File: src/rtl/game_round_ctrl.sv
// rtl/game_round_ctrl.sv - round sequencer for the digit-scroll game
// Optional answer timeout: define GAME_ROUND_CTRL_TIMEOUT_EN.
module game_round_ctrl #(
    parameter int ROUNDS         = 20,
    parameter int TIMEOUT_FRAMES = 300,
    parameter int SCORE_W        = 8
) (
    input  logic               i_clk,
    input  logic               i_rst_n,
    input  logic               i_start,
    input  logic               i_frame_tick,
    input  logic               i_digit_valid,
    input  logic [3:0]         i_digit,
    input  logic [3:0]         i_expected_digit,
    input  logic               i_scroll_busy,
    output logic [3:0]         o_digit_answered,
    output logic               o_digit_identified,
    output logic [SCORE_W-1:0] o_score,
    output logic [SCORE_W-1:0] o_round,
    output logic [9:0]         o_time_left,
    output logic               o_game_over,
    output logic [2:0]         o_state
);

    typedef enum logic [2:0] {
        S_IDLE     = 3'd0,
        S_WAIT_ANS = 3'd1,
        S_ISSUE    = 3'd2,
        S_ACK      = 3'd3,
        S_SCROLL   = 3'd4,
        S_DONE     = 3'd5
    } state_t;

    localparam logic [9:0]         TIME_LOAD  = 10'(TIMEOUT_FRAMES);
    localparam logic [SCORE_W-1:0] ROUND_LAST = SCORE_W'(ROUNDS);

    state_t             state_q, state_d;
    logic               valid_sync_q, valid_prev_q;
    logic               match_q, match_d;
    logic [3:0]         answer_q, answer_d;
    logic [SCORE_W-1:0] score_q, score_d;
    logic [SCORE_W-1:0] round_q, round_d;
    logic [9:0]         time_left_q, time_left_d;
    logic [1:0]         ack_ticks_q, ack_ticks_d;
    logic               digit_edge;

    // Edge detector runs in every state so a level held across rounds never counts.
    assign digit_edge = valid_sync_q & ~valid_prev_q;

    always_comb begin
        state_d     = state_q;
        match_d     = match_q;
        answer_d    = answer_q;
        score_d     = score_q;
        round_d     = round_q;
        time_left_d = time_left_q;
        ack_ticks_d = ack_ticks_q;
        case (state_q)
            S_IDLE, S_DONE: begin
                if (i_start) begin
                    score_d     = '0;
                    round_d     = '0;
                    time_left_d = TIME_LOAD;
                    state_d     = S_WAIT_ANS;
                end
            end
            S_WAIT_ANS: begin
                if (digit_edge) begin
                    answer_d = i_digit;
                    match_d  = (i_digit == i_expected_digit);
                    state_d  = S_ISSUE;
                end else if (i_frame_tick) begin
                    if (time_left_q != 10'd0) begin
                        time_left_d = time_left_q - 10'd1;
                    end
`ifdef GAME_ROUND_CTRL_TIMEOUT_EN
                    else begin
                        answer_d = 4'hf;
                        match_d  = 1'b0;
                        state_d  = S_ISSUE;
                    end
`endif
                end
            end
            S_ISSUE: begin
                if (match_q && (score_q != {SCORE_W{1'b1}})) begin
                    score_d = score_q + SCORE_W'(1);
                end
                ack_ticks_d = 2'd0;
                state_d     = S_ACK;
            end
            S_ACK: begin
                // Lost-handshake guard: give up waiting for busy after four frames.
                if (i_scroll_busy) begin
                    state_d = S_SCROLL;
                end else if (i_frame_tick) begin
                    if (ack_ticks_q == 2'd3) begin
                        state_d = S_SCROLL;
                    end else begin
                        ack_ticks_d = ack_ticks_q + 2'd1;
                    end
                end
            end
            S_SCROLL: begin
                if (!i_scroll_busy) begin
                    round_d = round_q + SCORE_W'(1);
                    if (round_d == ROUND_LAST) begin
                        state_d = S_DONE;
                    end else begin
                        time_left_d = TIME_LOAD;
                        state_d     = S_WAIT_ANS;
                    end
                end
            end
            default: state_d = S_IDLE;
        endcase
    end

    always_ff @(posedge i_clk or negedge i_rst_n) begin
        if (!i_rst_n) begin
            state_q      <= S_IDLE;
            valid_sync_q <= 1'b0;
            valid_prev_q <= 1'b0;
            match_q      <= 1'b0;
            answer_q     <= 4'd0;
            score_q      <= '0;
            round_q      <= '0;
            time_left_q  <= 10'd0;
            ack_ticks_q  <= 2'd0;
        end else begin
            state_q      <= state_d;
            valid_sync_q <= i_digit_valid;
            valid_prev_q <= valid_sync_q;
            match_q      <= match_d;
            answer_q     <= answer_d;
            score_q      <= score_d;
            round_q      <= round_d;
            time_left_q  <= time_left_d;
            ack_ticks_q  <= ack_ticks_d;
        end
    end

    assign o_digit_answered   = answer_q;
    assign o_digit_identified = (state_q == S_ISSUE);
    assign o_score            = score_q;
    assign o_round            = round_q;
    assign o_time_left        = time_left_q;
    assign o_game_over        = (state_q == S_DONE);
    assign o_state            = state_q;

endmodule

File: config.mk
export PLATFORM = sky130hd
export DESIGN_NAME = game_round_ctrl
export DESIGN_NICKNAME = d
export VERILOG_FILES = /design/src/rtl/game_round_ctrl.sv
export SDC_FILE = /design/constraint.sdc
export NUM_CORES = 1
export LEC_CHECK = 0
export CORE_ASPECT_RATIO = 1.1
export CORE_MARGIN = 1.5
export CORE_UTILIZATION = 35
export CTS_CLUSTER_SIZE = 8
export DETAILED_ROUTE_END_ITERATION = 6
export PLACE_DENSITY = 0.59
export SETUP_SLACK_MARGIN = 0.2
export SYNTH_ARGS = -nofsm -noshare
export SYNTH_HDL_FRONTEND = slang
export SYNTH_SLANG_ARGS = --single-unit
File: constraint.sdc
create_clock -name i_clk -period 4.9 [get_ports i_clk]
set_clock_uncertainty 0.05 [all_clocks]
set_input_delay 0.98 -clock i_clk [delete_from_list [all_inputs] [get_ports i_clk]]
set_output_delay 0.98 -clock i_clk [all_outputs]
set_load 0.05 [all_outputs]
==> results.toml <==
[run_status]
status = "complete, no violations"

[sta]
finalHoldViolations = 0
drv_slew = 0
rsz0062_at_grt = "false"
setup_slack_ns = 1.40
setup_tns_ns = 0
max_slew_margin = 0.422
setup_viol = 0
fmax_mhz = 285
finalCritPeriodShare = 0.715
worstMarginPinSlew_ns = 0.866
min_period_ns = 3.50

[placed_design]
portBuffers = 48
dp_hpwl_um = 3710
place_inst = 361
dp_slack_ns = 1.45
routabilityCongestion = 0.847

[pwr]
peakVddDrop_v = 0.000247
total_power_mw = 1.58
power_switching_mw = 0.759
leakagePower_nw = 1.15
powerDensity_nw_per_um2 = 562
power.share.sequential = 0.323
p_int_mw = 0.820
comb_power_share = 0.511
p_sw_frac = 0.481
power_frac_clock = 0.167

[route]
vias = 1997
vias_per_cell = 5.41
drcViolationCount = 0
drt_iter0_drc = 104
final_antenna_net_count = 0
wire_per_inst_um = 14.0
first_pass_iters = 4
wirelength_um = 5180

[grt]
grt_pass1_vias = 1934
grt_pass1_wl_um = 8980
antenna_found_initial = 0
grt-ovfl-total = 0
grt_util_all_layers = 0.169
grt_max_degree = 39

[clock_tree]
cts-root-buf = "clkbuf_8"
cts_tree = "done"
clock-sinks = 38
cts_setup_buffers = 0
clock_path_buffers = 2
cts-resized-gates = 0
numCtsBuffers = 5
ctsHoldBuffers = 0
path_clk_slew_ns = 0.08
htree_levels = 2
clock_latency_ns = 0.29

[die]
fp.coreArea_sq_um = 5880
die_area_sq_um = 6680
rows = 29
start_util = 0.369
die_w_um = 78.1
die_h_um = 85.6
io_pins = 49

[logic_synthesis]
yosys_warnings = 0
syn_area_sq_um = 2170
synthArstFlopShare = 1.00
syn_area_per_cell_sq_um = 8.90
ys_seq_elements = 38
synth_edf_count = 0
synth_nets = 263
ys_top_cells_by_area = "dfrtp_1, o21ai_0, nand2_1, nor2_1, ha_1"
ys_dominant_reg_cell = "dfrtp_1"
netlist_instances = 244
synth_top_cell_area_share = 0.438
synth_top_area_cell = "dfrtp_1"
synthDistinctLibCells = 49
seq_area_frac_synth = 0.438

[final_layout]
mostFrequentLayoutCell = "clkdlybuf4s50_1"
diodes = 0
drive_above_1_share = 0.0514
syn2layout_area_growth_pct = 29.6
layout.cells.most_common_list = "clkdlybuf4s50_1, dfrtp_1, nand2_1, o21ai_0, nor2_1"
fin_util = 0.479
stdcell_count = 369
fin_nets = 310

[critical_path]
startpoint_type = "flop"
rr_endpoint = "o_time_left[7]"
rrSetupSlack_ns = 2.17
end_kind = "output pin"
rr_startpoint = "o_state[1]"
path_delay_family = "buffers and inverters"
worst-path-max-fanout = 15
path_class = "flop to output pin"
reg2reg_depth = 5
critPathRequiredTime_ns = 3.87
cp_cell_sequence = "nor2_1, nand2_1, clkinv_1, clkdlybuf4s50_1"
critPathMaxStageDelay_ns = 0.78
worst-path-buf-inv = 2
arrival_ns = 2.47
slowest_stage = "clkdlybuf4s50_1"

[min_path]
whs_path_depth = 0
hold_end = "valid_prev_q"
hp-class = "flop to flop"
min_from = "valid_sync_q"

[run]
maxCapViolCount = 0
## synthesized netlist by cell type (2+ instances only)
library cell / count
a31oi_1: 3
a32o_1: 3
and3_1: 2
nand4_1: 4
nand3b_1: 2
a211oi_1: 2
dfrtp_1: 38
nand2b_1: 8
nand3_1: 11
a21oi_1: 7
or2_2: 2
o21a_1: 2
o21ai_0: 26
clkbuf_1: 6
a22oi_1: 3
o41ai_1: 5
nand2_1: 31
nor2b_1: 7
o31ai_1: 7
ha_1: 5
nor2_1: 20
inv_1: 6
a21o_1: 6
or3b_1: 2
nor3_1: 8
xnor2_1: 5
## power groups by stage
stage                     registers (mW)  logic, mW  clock network (mW)
after floorplan                    0.711      0.372                   0
after global placement             0.514      0.807                   0
after detailed placement           0.516      0.810                   0
after CTS                          0.511      0.812               0.272
after global routing               0.530      0.885               0.285
final                              0.510      0.806               0.263
## layout make-up
cell class                      instances  area, sq um
Clock inverter                          3         40.0
Fill cell                             586         3070
Tap cell                               77         96.3
Timing Repair Buffer                   48          475
Inverter                                7         26.3
Clock buffer                            5         68.8
Multi-Input combinational cell        191         1150
Sequential cell                        38          951
## worst register-to-register path: stages, from the launching register on
cell and delay, ns:
dfrtp_1 0.65, or3b_1 0.36, nor2_2 0.14, a2111oi_2 0.50
or3b_1 0.54, a221o_1 0.39
## registers in the layout (all words and copies together), names as in the netlist
signal            count
ack_ticks_q           2
match_q               1
o_digit_answered      4
o_round               8
o_score               8
o_state               3
o_time_left          10
valid_prev_q          1
valid_sync_q          1
## stage by stage
step / hold slack, ns / instance area (sq um)
2_1_floorplan: 0.305 / 2170
3_3_place_gp: 0.315 / 2700
3_5_place_dp: 0.325 / 2700
4_1_cts: 0.344 / 2810
5_1_grt: 0.375 / 2810
6_report: 0.343 / 2810
## cells by family (layout without fill, tap and decap cells)
family | Yosys count | after routing | share of synthesized area
simple gates | 106 | 106 | 0.247
compound gates | 73 | 73 | 0.227
flops | 38 | 38 | 0.438
buf+inv | 15 | 63 | 0.0300
fa+ha+maj | 5 | 5 | 0.0288
xor+xnor | 5 | 5 | 0.0202
mux | 2 | 2 | 0.00980
## how the worst max path moves through the flow
stage / end / slack, ns / depth (start not counted) / start
after floorplan: o_game_over / 2.08 / 3 / o_state[2]
after global placement: o_time_left[7] / 1.49 / 6 / i_scroll_busy
after detailed placement: o_time_left[7] / 1.45 / 6 / i_scroll_busy
after CTS: o_digit_identified / 1.42 / 4 / o_state[2]
after global routing: o_digit_identified / 1.21 / 4 / o_state[2]
final: o_digit_identified / 1.40 / 4 / o_state[2]
## per-layer routing
metal,global-route usage,share of wire
met4,0.0584,0.013
met3,0.0436,0.051
met2,0.272,0.48
met1,0.220,0.46
met5,0,0
(Power assumes the default switching activity.)
